`src/rtl/hazard_scoreboard_unit.sv`:
```
// hazard_scoreboard_unit
//
// Load-use hazard detector for the decode stage. It supports data memories
// whose load data becomes forwardable LOAD_LAT cycles after the load leaves
// ID/EX. A shift-register scoreboard holds one {valid, rd} entry per
// in-flight load. While any used, non-x0 source of the IF/ID instruction
// depends on such a load, or on a load still sitting in ID/EX, the block:
//   - freezes the PC and IF/ID, and
//   - bubbles ID/EX.
//
// Parameters:
//   REG_ADDR_W      register address width
//   LOAD_LAT        extra load latency (0..4); 0 removes the scoreboard
//
// Ports:
//   clk             clock, all state on rising edge
//   arst_n          asynchronous active-low reset
//   mem_read_id_exe ID/EX instruction is a load
//   rd_id_exe       ID/EX destination register
//   rs1_if_id       IF/ID source 1
//   rs2_if_id       IF/ID source 2
//   rs1_used        IF/ID instruction reads rs1
//   rs2_used        IF/ID instruction reads rs2
//   flush           IF/ID instruction squashed this cycle (suppresses stall)
//   pipe_hold       whole pipeline frozen; scoreboard holds
//   pc_write        1 = PC may update
//   if_id_write     1 = IF/ID may update
//   stall_control   0 = bubble ID/EX control, 1 = normal
//   busy            any scoreboard entry valid
//   stall_cycles    (only with HAZARD_PERF_CNT_EN) saturating count of
//                   un-held hazard cycles
//
// Optional feature: define HAZARD_PERF_CNT_EN to add the stall_cycles output.

module hazard_scoreboard_unit #(
  parameter int REG_ADDR_W = 5,
  parameter int LOAD_LAT   = 1
) (
  input  logic                  clk,
  input  logic                  arst_n,
  input  logic                  mem_read_id_exe,
  input  logic [REG_ADDR_W-1:0] rd_id_exe,
  input  logic [REG_ADDR_W-1:0] rs1_if_id,
  input  logic [REG_ADDR_W-1:0] rs2_if_id,
  input  logic                  rs1_used,
  input  logic                  rs2_used,
  input  logic                  flush,
  input  logic                  pipe_hold,
  output logic                  pc_write,
  output logic                  if_id_write,
  output logic                  stall_control,
  output logic                  busy
`ifdef HAZARD_PERF_CNT_EN
  ,
  output logic [31:0]           stall_cycles
`endif
);

  // A source can only create a hazard when it is actually read and is not x0.
  logic rs1_active;
  logic rs2_active;
  logic rs1_ex_hit;
  logic rs2_ex_hit;
  logic rs1_sb_hit;
  logic rs2_sb_hit;
  logic hazard;

  assign rs1_active = rs1_used && (rs1_if_id != '0);
  assign rs2_active = rs2_used && (rs2_if_id != '0);

  // Term (a): the load is still in ID/EX, so its data is not available yet.
  assign rs1_ex_hit = mem_read_id_exe && (rd_id_exe == rs1_if_id);
  assign rs2_ex_hit = mem_read_id_exe && (rd_id_exe == rs2_if_id);

  generate
    if (LOAD_LAT > 0) begin : g_sb
      logic [LOAD_LAT-1:0]   valid_reg;
      logic [REG_ADDR_W-1:0] rd_reg [LOAD_LAT];
      logic [LOAD_LAT-1:0]   rs1_hit_vec;
      logic [LOAD_LAT-1:0]   rs2_hit_vec;

      // The load in ID/EX always moves on (only the younger instruction is
      // bubbled), so the scoreboard shifts even while stalling. Only a
      // pipeline-wide hold freezes it.
      always_ff @(posedge clk or negedge arst_n) begin
        if (!arst_n) begin
          for (int k = 0; k < LOAD_LAT; k++) begin
            valid_reg[k] <= 1'b0;
            rd_reg[k]    <= '0;
          end
        end else if (!pipe_hold) begin
          valid_reg[0] <= mem_read_id_exe && (rd_id_exe != '0);
          rd_reg[0]    <= rd_id_exe;
          for (int k = 1; k < LOAD_LAT; k++) begin
            valid_reg[k] <= valid_reg[k-1];
            rd_reg[k]    <= rd_reg[k-1];
          end
        end
      end

      for (genvar gi = 0; gi < LOAD_LAT; gi++) begin : g_match
        assign rs1_hit_vec[gi] = valid_reg[gi] && (rd_reg[gi] == rs1_if_id);
        assign rs2_hit_vec[gi] = valid_reg[gi] && (rd_reg[gi] == rs2_if_id);
      end

      assign rs1_sb_hit = |rs1_hit_vec;
      assign rs2_sb_hit = |rs2_hit_vec;
      assign busy       = |valid_reg;
    end else begin : g_no_sb
      // Data is forwardable as soon as the load leaves ID/EX.
      assign rs1_sb_hit = 1'b0;
      assign rs2_sb_hit = 1'b0;
      assign busy       = 1'b0;
    end
  endgenerate

  assign hazard = ((rs1_active && (rs1_ex_hit || rs1_sb_hit)) ||
                   (rs2_active && (rs2_ex_hit || rs2_sb_hit))) && !flush;

  assign pc_write      = !hazard;
  assign if_id_write   = !hazard;
  assign stall_control = !hazard;

`ifdef HAZARD_PERF_CNT_EN
  // Held cycles are not counted, so the count reflects hazard-only stalls.
  always_ff @(posedge clk or negedge arst_n) begin
    if (!arst_n) begin
      stall_cycles <= '0;
    end else if (hazard && !pipe_hold && (stall_cycles != 32'hFFFF_FFFF)) begin
      stall_cycles <= stall_cycles + 32'd1;
    end
  end
`endif

endmodule

```
`config.mk`:
```
export PLATFORM = sky130hd
export DESIGN_NAME = hazard_scoreboard_unit
export DESIGN_NICKNAME = d
export VERILOG_FILES = /design/src/rtl/hazard_scoreboard_unit.sv
export SDC_FILE = /design/constraint.sdc
export NUM_CORES = 1
export LEC_CHECK = 0
export ABC_AREA = 1
export CORE_MARGIN = 4
export CORE_UTILIZATION = 45
export DETAILED_ROUTE_END_ITERATION = 16
export PLACE_DENSITY = 0.92
export SYNTH_ARGS = -nofsm -noshare
export SYNTH_HDL_FRONTEND = slang
export SYNTH_SLANG_ARGS = --single-unit
```
`constraint.sdc`:
```
create_clock -name clk -period 2.6 [get_ports clk]
set_clock_uncertainty 0.1 [all_clocks]
set_input_delay 0.52 -clock clk [delete_from_list [all_inputs] [get_ports clk]]
set_output_delay 0.52 -clock clk [all_outputs]
set_load 0.01 [all_outputs]
```
Yosys cells after proc, flatten, opt, wreduce, memory -nomap -nowiden:

Cells that the tools add are included.

* input bits: 22
* word-level logic and storage cells: 24
* register bits: 6
* output and inout bits: 4

* reduce and logical (&&, ||, !) cells: 18
* equal/unequal tests: 4

Operators by type and width (number)
* == test 5 bit: 4
* nonzero test 5 bit: 3
* logical AND 1 bit: 10
* logical OR 1 bit: 3
* logical NOT 1 bit: 2

Longest topological paths before layout:

* depth after elaboration: 7
* mapped depth: 10
* mapped depth without buffers: 9

Worst setup path before layout:

No wires, ideal clock.

* kind: input to output
* start: input port rd_id_exe[0]
* end: output port pc_write
* slack: 741 ps
* arrival time: 1239 ps
* required time: 1980 ps
* cell stages on the path: 9
* path buffers: 1
* path through: inv_1 nor2_1 nor2_1 nand3_1 nand2_1 nand2_1 nand2_1 nand2_1 buf_4

* cells in the longest elaborated chain, start to end: 7
* elaborated cells between the ends (all ways): 11
* those cells by class: 2 x eq/ne; 9 x reduce/logical

RTL lines
* from (decl): line 42 `input logic [REG_ADDR_W-1:0] rd_id_exe,`
* == test 5 bit (on tied branches): line 72, 73
* logical AND 1 bit (on tied branches): line 72, 73
* logical OR 1 bit (on tied branches): line 117, 118
* logical AND 1 bit (on tied branches): line 117, 118
* logical OR 1 bit (*): line 117 `assign hazard = ((rs1_active && (rs1_ex_hit || rs1_sb_hit)) ||`
* logical AND 1 bit (*): line 118 `(rs2_active && (rs2_ex_hit || rs2_sb_hit))) && !flush;`
* logical NOT 1 bit (*)
* to (decl): line 49 `output logic pc_write,`

Mark *: on every way between the ends. The rest lies on a longest branch, timed or not.

Final worst setup path:

* start: input port rs2_if_id[3]
* end: output port pc_write

* cells in the longest elaborated chain, start to end: 7
* elaborated cells between the ends (all ways): 11
* those cells by class: 2 x eq/ne; 9 x reduce/logical

RTL lines
* from (decl): line 44 `input logic [REG_ADDR_W-1:0] rs2_if_id,`
* == test 5 bit (on tied branches): line 73, 103
* logical AND 1 bit (on tied branches): line 73, 103
* logical OR 1 bit: line 118
* logical AND 1 bit (*): line 118
* logical OR 1 bit (*): line 117
* logical AND 1 bit (*): line 118
* logical NOT 1 bit (*): line 120 `assign pc_write = !hazard;`

Marks and branches as above.

==> results.json <==
{
  "status": "completed",
  "synth.most_common_cell": "nand2_1",
  "n_antenna_cell": 0,
  "postCtsHoldBufs": 0,
  "dieWidth_um": 46.0,
  "gp_congestion": 0.863,
  "clk_latency_ns": 0.24,
  "num_vias": 855,
  "cpPeakStageDelay_ns": 0.51,
  "grt.total_usage_pct": 18.3,
  "numCtsBuffers": 3,
  "drt-pass1-iter-count": 4,
  "post-route-period-util_pct": 92.1,
  "yosysSeqAreaShare_pct": 23.1,
  "synth.distinct_cells": 12,
  "placedCellCount": 171,
  "antenna_found_initial": 0,
  "avgRoutedWirePerCell_um": 10.6,
  "rsz0062_at_grt": "false",
  "path_max_fanout": 3,
  "power_density_mw_per_mm2": 334,
  "hold_viol": 0,
  "tightest_slew_ns": 0.325,
  "fmax_mhz": 418,
  "portBuffers": 25,
  "syn-cell-area_um2": 651,
  "cts_tree": "done",
  "layout-drive-gt1-share_pct": 12.6,
  "cp.arrival_ns": 1.77,
  "path_cells": "clkdlybuf4s50_1 -> inv_1 -> nand2_1 -> nand2_1 -> nor2_1 -> nand3_1 -> nand2_1 -> nand2_1 -> nand2_1 -> nand2_1 -> clkbuf_2",
  "critical_path.slowest_cell": "clkdlybuf4s50_1",
  "rows": 13,
  "synthToLayoutAreaGrowth_pct": 45.2,
  "drt_iter0_drc": 19,
  "setup_viol": 0,
  "post-place-ws_ns": -0.205,
  "p_clk_share_pct": 26.4,
  "stdcell_area_um2": 945,
  "synth_fp_nets": 152,
  "drc": 0,
  "whs_ns": 0.419,
  "clk_path_buf_depth": 2,
  "relSlewSlack_pct": 78.2,
  "p_comb_share_pct": 37.8,
  "clk_pin_slew_worst_paths_ns": 0.04,
  "start_util_pct": 48.8,
  "grt_pass1_vias": 728,
  "required_ns": 1.98,
  "instances_no_fill": 174,
  "finalPower_uw": 315,
  "die_h_um": 46.0,
  "synthCells": 130,
  "start_kind": "input pin",
  "synth_top_area_share_pct": 38.1,
  "maxCapViolations": 0,
  "place_hpwl_mm": 1.57,
  "hp-class": "in -> async",
  "period_minus_slack_ns": 2.39,
  "crit_top_cell": "nand2_1",
  "drv_slew": 0,
  "seq_power_share_pct": 35.8,
  "coreArea_mm2": 0.00133,
  "io_pins": 26,
  "die_area_mm2": 0.00212,
  "dpl_cell_area_um2": 931,
  "clock-sinks": 6,
  "ant_nets": 0,
  "rr_worst_depth": 2,
  "grt_overflow_total": 0,
  "fin_tns_setup_ns": 0,
  "ys_warn_count": 0,
  "synth_flop_cell": "dfrtp_1",
  "cts_htree_levels": 1,
  "syn_area_per_cell_um2": 5.00,
  "netlist_top_cells_area": "nand2_1 38%, dfrtp_1 23%, nor2_1 8.7%, inv_1 8.1%, o21ai_0 6.9%",
  "p_sw_share_pct": 32.4,
  "grt_max_degree": 13,
  "synthArstFlopShare_pct": 100,
  "largest_register_ffs": 5,
  "drt-total-wl_mm": 1.84,
  "fin_nets": 183,
  "synth-seq-cells": 6,
  "postLayoutSetupSlackWorst_ns": 0.207,
  "grt_pass1_wl_mm": 2.77,
  "p_int_uw": 213,
  "cp-end-kind": "primary output",
  "critical_path_class": "in -> out",
  "clockRootBuffer": "clkbuf_4",
  "synth_common_cells": "66 x nand2_1, 15 x nor2_1, 14 x inv_1, 9 x o21ai_0, 8 x inv_2",
  "synth_edf_count": 0,
  "p_switching_uw": 102,
  "synth_top_area_cell": "nand2_1",
  "avgViaCountPerCell": 4.91,
  "fin_util_pct": 70.8,
  "peakVddDrop_mv": 0.249,
  "power.leakage_nw": 0.563
}
## kinds of logic (layout without fill, tap and decap cells)
kind of cell / after synthesis / count (layout) / synth area share, %
AOI/OAI and AO/OA: 10 / 10 / 7.69
buffers and inverters: 25 / 54 / 15.6
and+or+nand+nor: 89 / 89 / 53.7
DFF: 6 / 6 / 23.1
## path summary, 6_finish.rpt
| kind | start | endpoint | slack (ns) |
|---|---|---|---|
| worst max-delay path | rs2_if_id[3] | pc_write | 0.21 |
| worst min-delay path | arst_n | busy$_DFFE_PN0N_ | 0.42 |
| worst max register to register | g_sb.rd_reg[0]$_DFFE_PN0N_ | g_sb.rd_reg[0]$_DFFE_PN0N_ | 1.75 |
| worst min register to register | g_sb.rd_reg[4]$_DFFE_PN0N_ | g_sb.rd_reg[4]$_DFFE_PN0N_ | 0.45 |
| max in group asynchronous | arst_n | g_sb.rd_reg[1]$_DFFE_PN0N_ | 1.77 |
| min in group clk | g_sb.rd_reg[4]$_DFFE_PN0N_ | g_sb.rd_reg[4]$_DFFE_PN0N_ | 0.45 |
## power by group through the flow
| stage | sequential, mW | clock, mW | combinational, mW |
|---|---|---|---|
| 2_1_floorplan | 0.111 | 0 | 0.0591 |
| 3_3_place_gp | 0.113 | 0 | 0.116 |
| 3_5_place_dp | 0.114 | 0 | 0.120 |
| 4_1_cts | 0.112 | 0.0879 | 0.119 |
| 5_1_grt | 0.114 | 0.0930 | 0.133 |
| 6_report | 0.113 | 0.0831 | 0.119 |
## area by class of cell
type	count	area, um2
clock buffer	3	22.5
fill	121	389
inverter	22	82.6
multi-input combinational	99	402
sequential	6	150
tap	15	18.8
timing repair buffer	29	269
## critical path: cells and delay by family
kind / cells / cell delay, ns
simple gates: 8 / 0.51
buf+inv: 3 / 0.74
## cell usage in the layout, fill, tap and decap left out, types with 3 or more instances in the layout
| master | instances |
|---|---|
| nand3_1 | 4 |
| inv_2 | 8 |
| nand4_1 | 3 |
| nor2_1 | 14 |
| clkbuf_4 | 3 |
| inv_1 | 14 |
| clkbuf_2 | 3 |
| buf_4 | 4 |
| clkdlybuf4s50_1 | 19 |
| nand2_1 | 66 |
| o21ai_0 | 9 |
| dfrtp_1 | 6 |
## per-layer routing
metal / up-vias / GRT usage, % / part of all wire, %
met4: 0 / 8.52 / 1.6
met5: - / 0 / 0
met2: 33 / 33.8 / 50
met3: 4 / 3.56 / 6.6
met1: 369 / 19.5 / 41
li1: 449 / - / -
## timing repair
item / CTS / global route
cloned: 0 / 0
gates resized for setup: 4 / 9
endpoints found under the setup margin: 3 / 3
setup buffers: 0 / 0
Note: power is estimated with default switching activity, not from simulation.
